## src/rtl/pe_host_seq.sv

```systemverilog
// ---------------------------------------------------------------------------
// pe_host_seq
//
// Host-side sequencer for the PE controller's shared-BRAM/start/done
// protocol. It streams 2*VECTOR_SIZE operand words into the shared BRAM
// (global vector first, then local vector), pulses start, waits for done,
// reads the 32-bit result back from word 0 and offers it on a valid/ready
// output. A bounded wait aborts the job and raises a sticky timeout flag.
//
// Ports
//   aclk, areset          clock, synchronous active-high reset
//   in_data/valid/ready   operand word stream (upstream)
//   start, done           one-cycle handshake with the PE controller
//   BRAM_*                this sequencer's port of the shared BRAM
//                         (byte address = {word index, 2'b00}, 1-cycle read)
//   out_data/valid/ready  result word stream (downstream)
//   busy                  high in every state except IDLE
//   timeout_err           sticky abort flag, cleared when a new job begins
// ---------------------------------------------------------------------------
module pe_host_seq #(
  parameter int VECTOR_SIZE = 16,
  parameter int L_RAM_SIZE  = 4,
  parameter int TIMEOUT     = 1024
) (
  input  logic        aclk,
  input  logic        areset,
  input  logic [31:0] in_data,
  input  logic        in_valid,
  output logic        in_ready,
  output logic        start,
  input  logic        done,
  output logic [31:0] BRAM_ADDR,
  output logic [31:0] BRAM_WRDATA,
  output logic [3:0]  BRAM_WE,
  output logic        BRAM_EN,
  input  logic [31:0] BRAM_RDDATA,
  output logic [31:0] out_data,
  output logic        out_valid,
  input  logic        out_ready,
  output logic        busy,
  output logic        timeout_err
);

  localparam int WIDX_W = L_RAM_SIZE + 1;
  localparam int CNT_W  = $clog2(TIMEOUT) + 1;

  localparam logic [WIDX_W-1:0] LAST_IDX = WIDX_W'(2 * VECTOR_SIZE - 1);
  localparam logic [CNT_W-1:0]  CNT_LAST = CNT_W'(TIMEOUT - 1);

  typedef enum logic [2:0] {
    S_IDLE  = 3'd0,
    S_FILL  = 3'd1,
    S_START = 3'd2,
    S_WAIT  = 3'd3,
    S_READ  = 3'd4,
    S_CAPT  = 3'd5,
    S_OUT   = 3'd6
  } state_t;

  state_t              state_q, state_d;
  logic [WIDX_W-1:0]   widx_q, widx_d;
  logic [CNT_W-1:0]    cnt_q, cnt_d;
  logic [31:0]         out_data_q, out_data_d;
  logic                terr_q, terr_d;
  logic [WIDX_W-1:0]   addr_word_s;

  // Next-state, datapath updates and all decoded outputs.
  always_comb begin
    state_d     = state_q;
    widx_d      = widx_q;
    cnt_d       = cnt_q;
    out_data_d  = out_data_q;
    terr_d      = terr_q;
    in_ready    = 1'b0;
    start       = 1'b0;
    out_valid   = 1'b0;
    busy        = 1'b1;
    addr_word_s = {WIDX_W{1'b0}};
    BRAM_WRDATA = 32'h0000_0000;
    BRAM_WE     = 4'h0;
    BRAM_EN     = 1'b0;

    case (state_q)
      S_IDLE: begin
        busy     = 1'b0;
        in_ready = 1'b1;
        // First operand always lands in word 0 and opens a new job.
        if (in_valid) begin
          BRAM_EN     = 1'b1;
          BRAM_WE     = 4'hF;
          BRAM_WRDATA = in_data;
          addr_word_s = {WIDX_W{1'b0}};
          widx_d      = WIDX_W'(1);
          terr_d      = 1'b0;
          state_d     = S_FILL;
        end else begin
          state_d = S_IDLE;
        end
      end

      S_FILL: begin
        in_ready = 1'b1;
        if (in_valid) begin
          BRAM_EN     = 1'b1;
          BRAM_WE     = 4'hF;
          BRAM_WRDATA = in_data;
          addr_word_s = widx_q;
          if (widx_q == LAST_IDX) begin
            widx_d  = {WIDX_W{1'b0}};
            state_d = S_START;
          end else begin
            widx_d  = widx_q + WIDX_W'(1);
            state_d = S_FILL;
          end
        end else begin
          state_d = S_FILL;
        end
      end

      S_START: begin
        start   = 1'b1;
        cnt_d   = {CNT_W{1'b0}};
        state_d = S_WAIT;
      end

      S_WAIT: begin
        // done takes priority over an expiry in the same cycle.
        if (done) begin
          state_d = S_READ;
        end else if (cnt_q == CNT_LAST) begin
          terr_d  = 1'b1;
          cnt_d   = {CNT_W{1'b0}};
          state_d = S_IDLE;
        end else begin
          cnt_d   = cnt_q + CNT_W'(1);
          state_d = S_WAIT;
        end
      end

      S_READ: begin
        BRAM_EN     = 1'b1;
        addr_word_s = {WIDX_W{1'b0}};
        state_d     = S_CAPT;
      end

      S_CAPT: begin
        // Read data from the READ cycle is valid now (1-cycle BRAM latency).
        out_data_d = BRAM_RDDATA;
        state_d    = S_OUT;
      end

      S_OUT: begin
        out_valid = 1'b1;
        if (out_ready) begin
          state_d = S_IDLE;
        end else begin
          state_d = S_OUT;
        end
      end

      default: begin
        state_d = S_IDLE;
      end
    endcase
  end

  assign BRAM_ADDR   = {{(30 - WIDX_W){1'b0}}, addr_word_s, 2'b00};
  assign out_data    = out_data_q;
  assign timeout_err = terr_q;

  // State, index, wait counter, result and error flag registers.
  always_ff @(posedge aclk) begin
    if (areset) begin
      state_q    <= S_IDLE;
      widx_q     <= {WIDX_W{1'b0}};
      cnt_q      <= {CNT_W{1'b0}};
      out_data_q <= 32'h0000_0000;
      terr_q     <= 1'b0;
    end else begin
      state_q    <= state_d;
      widx_q     <= widx_d;
      cnt_q      <= cnt_d;
      out_data_q <= out_data_d;
      terr_q     <= terr_d;
    end
  end

endmodule

```

## config.mk

```make
export PLATFORM = sky130hd
export DESIGN_NAME = pe_host_seq
export DESIGN_NICKNAME = d
export VERILOG_FILES = /design/src/rtl/pe_host_seq.sv
export SDC_FILE = /design/constraint.sdc
export NUM_CORES = 1
export LEC_CHECK = 0
export ABC_AREA = 1
export BUFFER_PORTS_ARGS = -buffer_cell sky130_fd_sc_hd__clkbuf_2
export CAP_MARGIN = 20
export CORE_UTILIZATION = 35
export DETAILED_ROUTE_END_ITERATION = 8
export GPL_TIMING_DRIVEN = 1
export HOLD_SLACK_MARGIN = 0.1
export PLACE_DENSITY = 0.67
export SLEW_MARGIN = 40
export SYNTH_ARGS = -nofsm -noshare
export SYNTH_HDL_FRONTEND = slang
export SYNTH_SLANG_ARGS = --single-unit
```

## constraint.sdc

```tcl
create_clock -name aclk -period 1.9 [get_ports aclk]
set_input_delay 0.095 -clock aclk [delete_from_list [all_inputs] [get_ports aclk]]
set_output_delay 0.095 -clock aclk [all_outputs]
set_load 0.1 [all_outputs]
```

==> out/summary.md <==
Worst setup path
* 1.80 ns — CP required
* flip-flop — crit path launch type
* reg -> out — class of the most critical setup path
* output pin — Worst setup EP type
* 1.71 ns — worst path arrival time
* 16 — CP max FO

Route
* 4 — detailed-routing iteration count for the pre-antenna-repair pass
* 0 — Remaining DRCs
* 3,006 — total via count after detailed routing
* 4.39 — Via density
* 0 — number of antenna-violating nets in the routed design
* 163 — DR iter-0 viols
* 11.6 um — DR WL/cell
* 7930 um — sum of routed wire length over all layers

Clock network
* built — TritonCTS clock tree
* 52 — TritonCTS Sinks
* 5 — clock buffer count from CTS
* clkbuf_8 — root buffer selected by CTS
* 0.10 ns — clock transition at the registers of the reported paths
* 0.31 ns — clock latency of the later-clocked register in the worst-skew pair
* 2 — maximum buffer depth of the clock tree
* 2 — H-Tree Depth

Die
* 0.00837 mm2 — total die area
* 36.3% — Initial Util
* 175 — IO Count
* 91.5 um — die height
* 91.5 um — Die Wd
* 0.00773 mm2 — CORE AREA
* 32 — number of rows in the core area

GRT
* 13,200 um — wire length of the first global-routing pass
* 2,952 — vias in the first global route
* 0 — initial antenna violation count
* 19.4% — overall fraction of global-route tracks in use
* 0 — Overflow after GRT
* 66 — largest net degree at the start of global routing

Synthesis
* 52 — total of flip-flops plus latches after synthesis
* 0% — proportion of register bits with asynchronous set or reset after synthesis
* 0 — Warnings, synthesis
* 37.1% — Synth top area share
* 27 — count of distinct cell types in the synthesized netlist
* inv_1, nor2_1, dfxtp_1 — top cell types by occurrence after synthesis
* dfxtp_1 — Post-synth top flop
* 6.82 um2 — average cell area after synthesis
* 0.00280 mm2 — cell area after technology mapping
* 0 — EDFF count, synth
* dfxtp_1, inv_1, buf_4, a21oi_1, nor2_1 — synth top area cells
* inv_1 — leading cell type by number of instances after synthesis
* 411 — number of cells produced by synthesis
* 37.1% — post-synthesis sequential area ratio
* dfxtp_1 — dominant cell type by area after synthesis

STA
* 0 — hold violation total from the final report
* 1.80 ns — shortest period the worst path allows
* 0 — Final Max Tran Viols
* 554 MHz — Max Clk Rate
* 95.0% — final worst path period share
* 0.564 ns — transition time of the tightest slew-check pin
* 0.00781 ns — final clock skew
* no — unrepaired setup endpoints after global routing
* 62.6% — Max-Slew Margin vs Limit
* 0 ns — setup total negative slack
* 0.0958 ns — setup slack after layout
* 0 — setup-violating endpoint count in the final report

Place
* 0.826 — final weighted congestion in routability-driven placement
* 5890 um — post-DP HPWL
* 0.329 ns — placement-stage worst setup slack
* 147 — count of input and output buffers

Power and ir drop
* 21.8% — clock power share
* 1.27 mW — switching power
* 3.04 mW — overall power consumption
* 0.000542 V — largest vdd supply drop
* 626 mW/mm2 — power density over cell area
* 2.25 nW — Static Leak
* 36.3% — sequential fraction of design power
* 41.7% — Sw Ratio
* 1.77 mW — internal power consumption
* 42.0% — logic gate share of total power

Layout
* 0 — Inserted Diodes
* 654 — Nets
* 62.8% — final core utilization
* 73.2% — signed area change from the synthesized netlist to the final layout
* 38.1% — fraction of final layout cells sized beyond drive strength 1

Run
* 0 — number of maximum-capacitance constraint violations

Hold path
* in -> reg — hold crit path type

Outcome
* complete, no violations — status

-- state kept, by name, summed over array words and instances, names as in the netlist --
signal,flops
out_data,32
timeout_err,1
widx_q,5
cnt_q,11
state_q,3
-- critical path: stages (launching register included) --
cell,delay [ns]
dfxtp_2,0.38
inv_4,0.13
nand3_4,0.15
nand2_8,0.11
nand2_4,0.11
buf_12,0.21
nor2_4,0.13
buf_12,0.18
-- cell families (layout without fill, tap and decap cells) --
logic type                 after synthesis  after routing  share of synthesized area [%]
buffers and inverters                  137            283                           24.0
and+or+nand+nor                        132            132                           21.3
AOI/OAI and AO/OA                       85             85                           15.8
DFF                                     52             52                           37.1
adders and majority gates                3              3                           1.34
other                                    1             27                          0.134
xor gates and xnor gates                 1              1                          0.313
-- layer usage --
layer	GRT usage, %	up-vias	part of all wire [%]
li1	-	1534	-
met1	20.3	1328	38
met2	37.0	134	51
met3	5.19	10	9.0
met4	5.95	0	1.4
met5	0	-	0
-- power groups by stage --
stage	logic, mW	registers [mW]	clock network [mW]
detailed placement	1.22	1.13	0
global route	1.32	1.10	0.715
finish	1.28	1.10	0.662
global placement	1.21	1.13	0
floorplan	0.930	1.13	0
CTS	1.28	1.10	0.679
-- cells in the final DEF, fill, tap and decap left out --
cell and count:
nor2_2 2, nand3_1 14, clkbuf_2 107, nor2_4 35, conb_1 27, or2_1 1
inv_4 2, o21ai_1 3, dlygate4sd3_1 32, a21oi_1 43, clkbuf_1 1, inv_2 1
nand2_8 2, nand2_2 7, nand3b_1 1, nand3_4 1, buf_4 1, dfxtp_2 2
nor3_2 3, nand2_4 2, dfxtp_1 49, nand4_1 1, xor2_1 1, clkbuf_8 6
o21bai_2 3, nor2_1 23, o21ai_0 36, inv_1 88, ha_1 3, nand3_2 2
dfxtp_4 1, buf_12 44, nand2_1 35, nor3_1 3, clkinvlp_4 1
-- timing repair --
item                                    in CTS  in global routing
endpoints found under the setup margin       3                 39
hold buffers                                32                  0
resized for setup                            1                  1
buffers inserted                             0                  1
gates cloned                                 0                  0
pin swaps                                    0                  1
hold endpoints to repair                    36                  0
-- per-stage QoR --
stage	hold WS (ns)	instances	area [um2]
2_1_floorplan	0.160	437	3250
3_3_place_gp	0.358	644	4430
3_5_place_dp	0.359	644	4430
4_1_cts	0.110	684	4850
5_1_grt	0.146	685	4850
6_report	0.105	685	4850
-- final timing paths --
path,start,endpoint,slack (ns),cells after the start
setup reg to reg,state_q[2],cnt_q[0],0.40,6
hold reg to reg,out_data[3],out_data[3],0.45,2
hold / removal,BRAM_RDDATA[22],out_data[22],0.10,3
setup / recovery,state_q[2],BRAM_WRDATA[23],0.1,7
-- layout make-up --
cell class                      count  area (um2)
Tap cell                          102         128
Clock buffer                        7        86.3
Inverter                           91         348
Fill cell                         638        2870
Multi-Input combinational cell    248        1500
Clock inverter                      1        6.26
Sequential cell                    52        1050
Timing Repair Buffer              184        1740
Note: power is estimated with default switching activity, not from simulation.
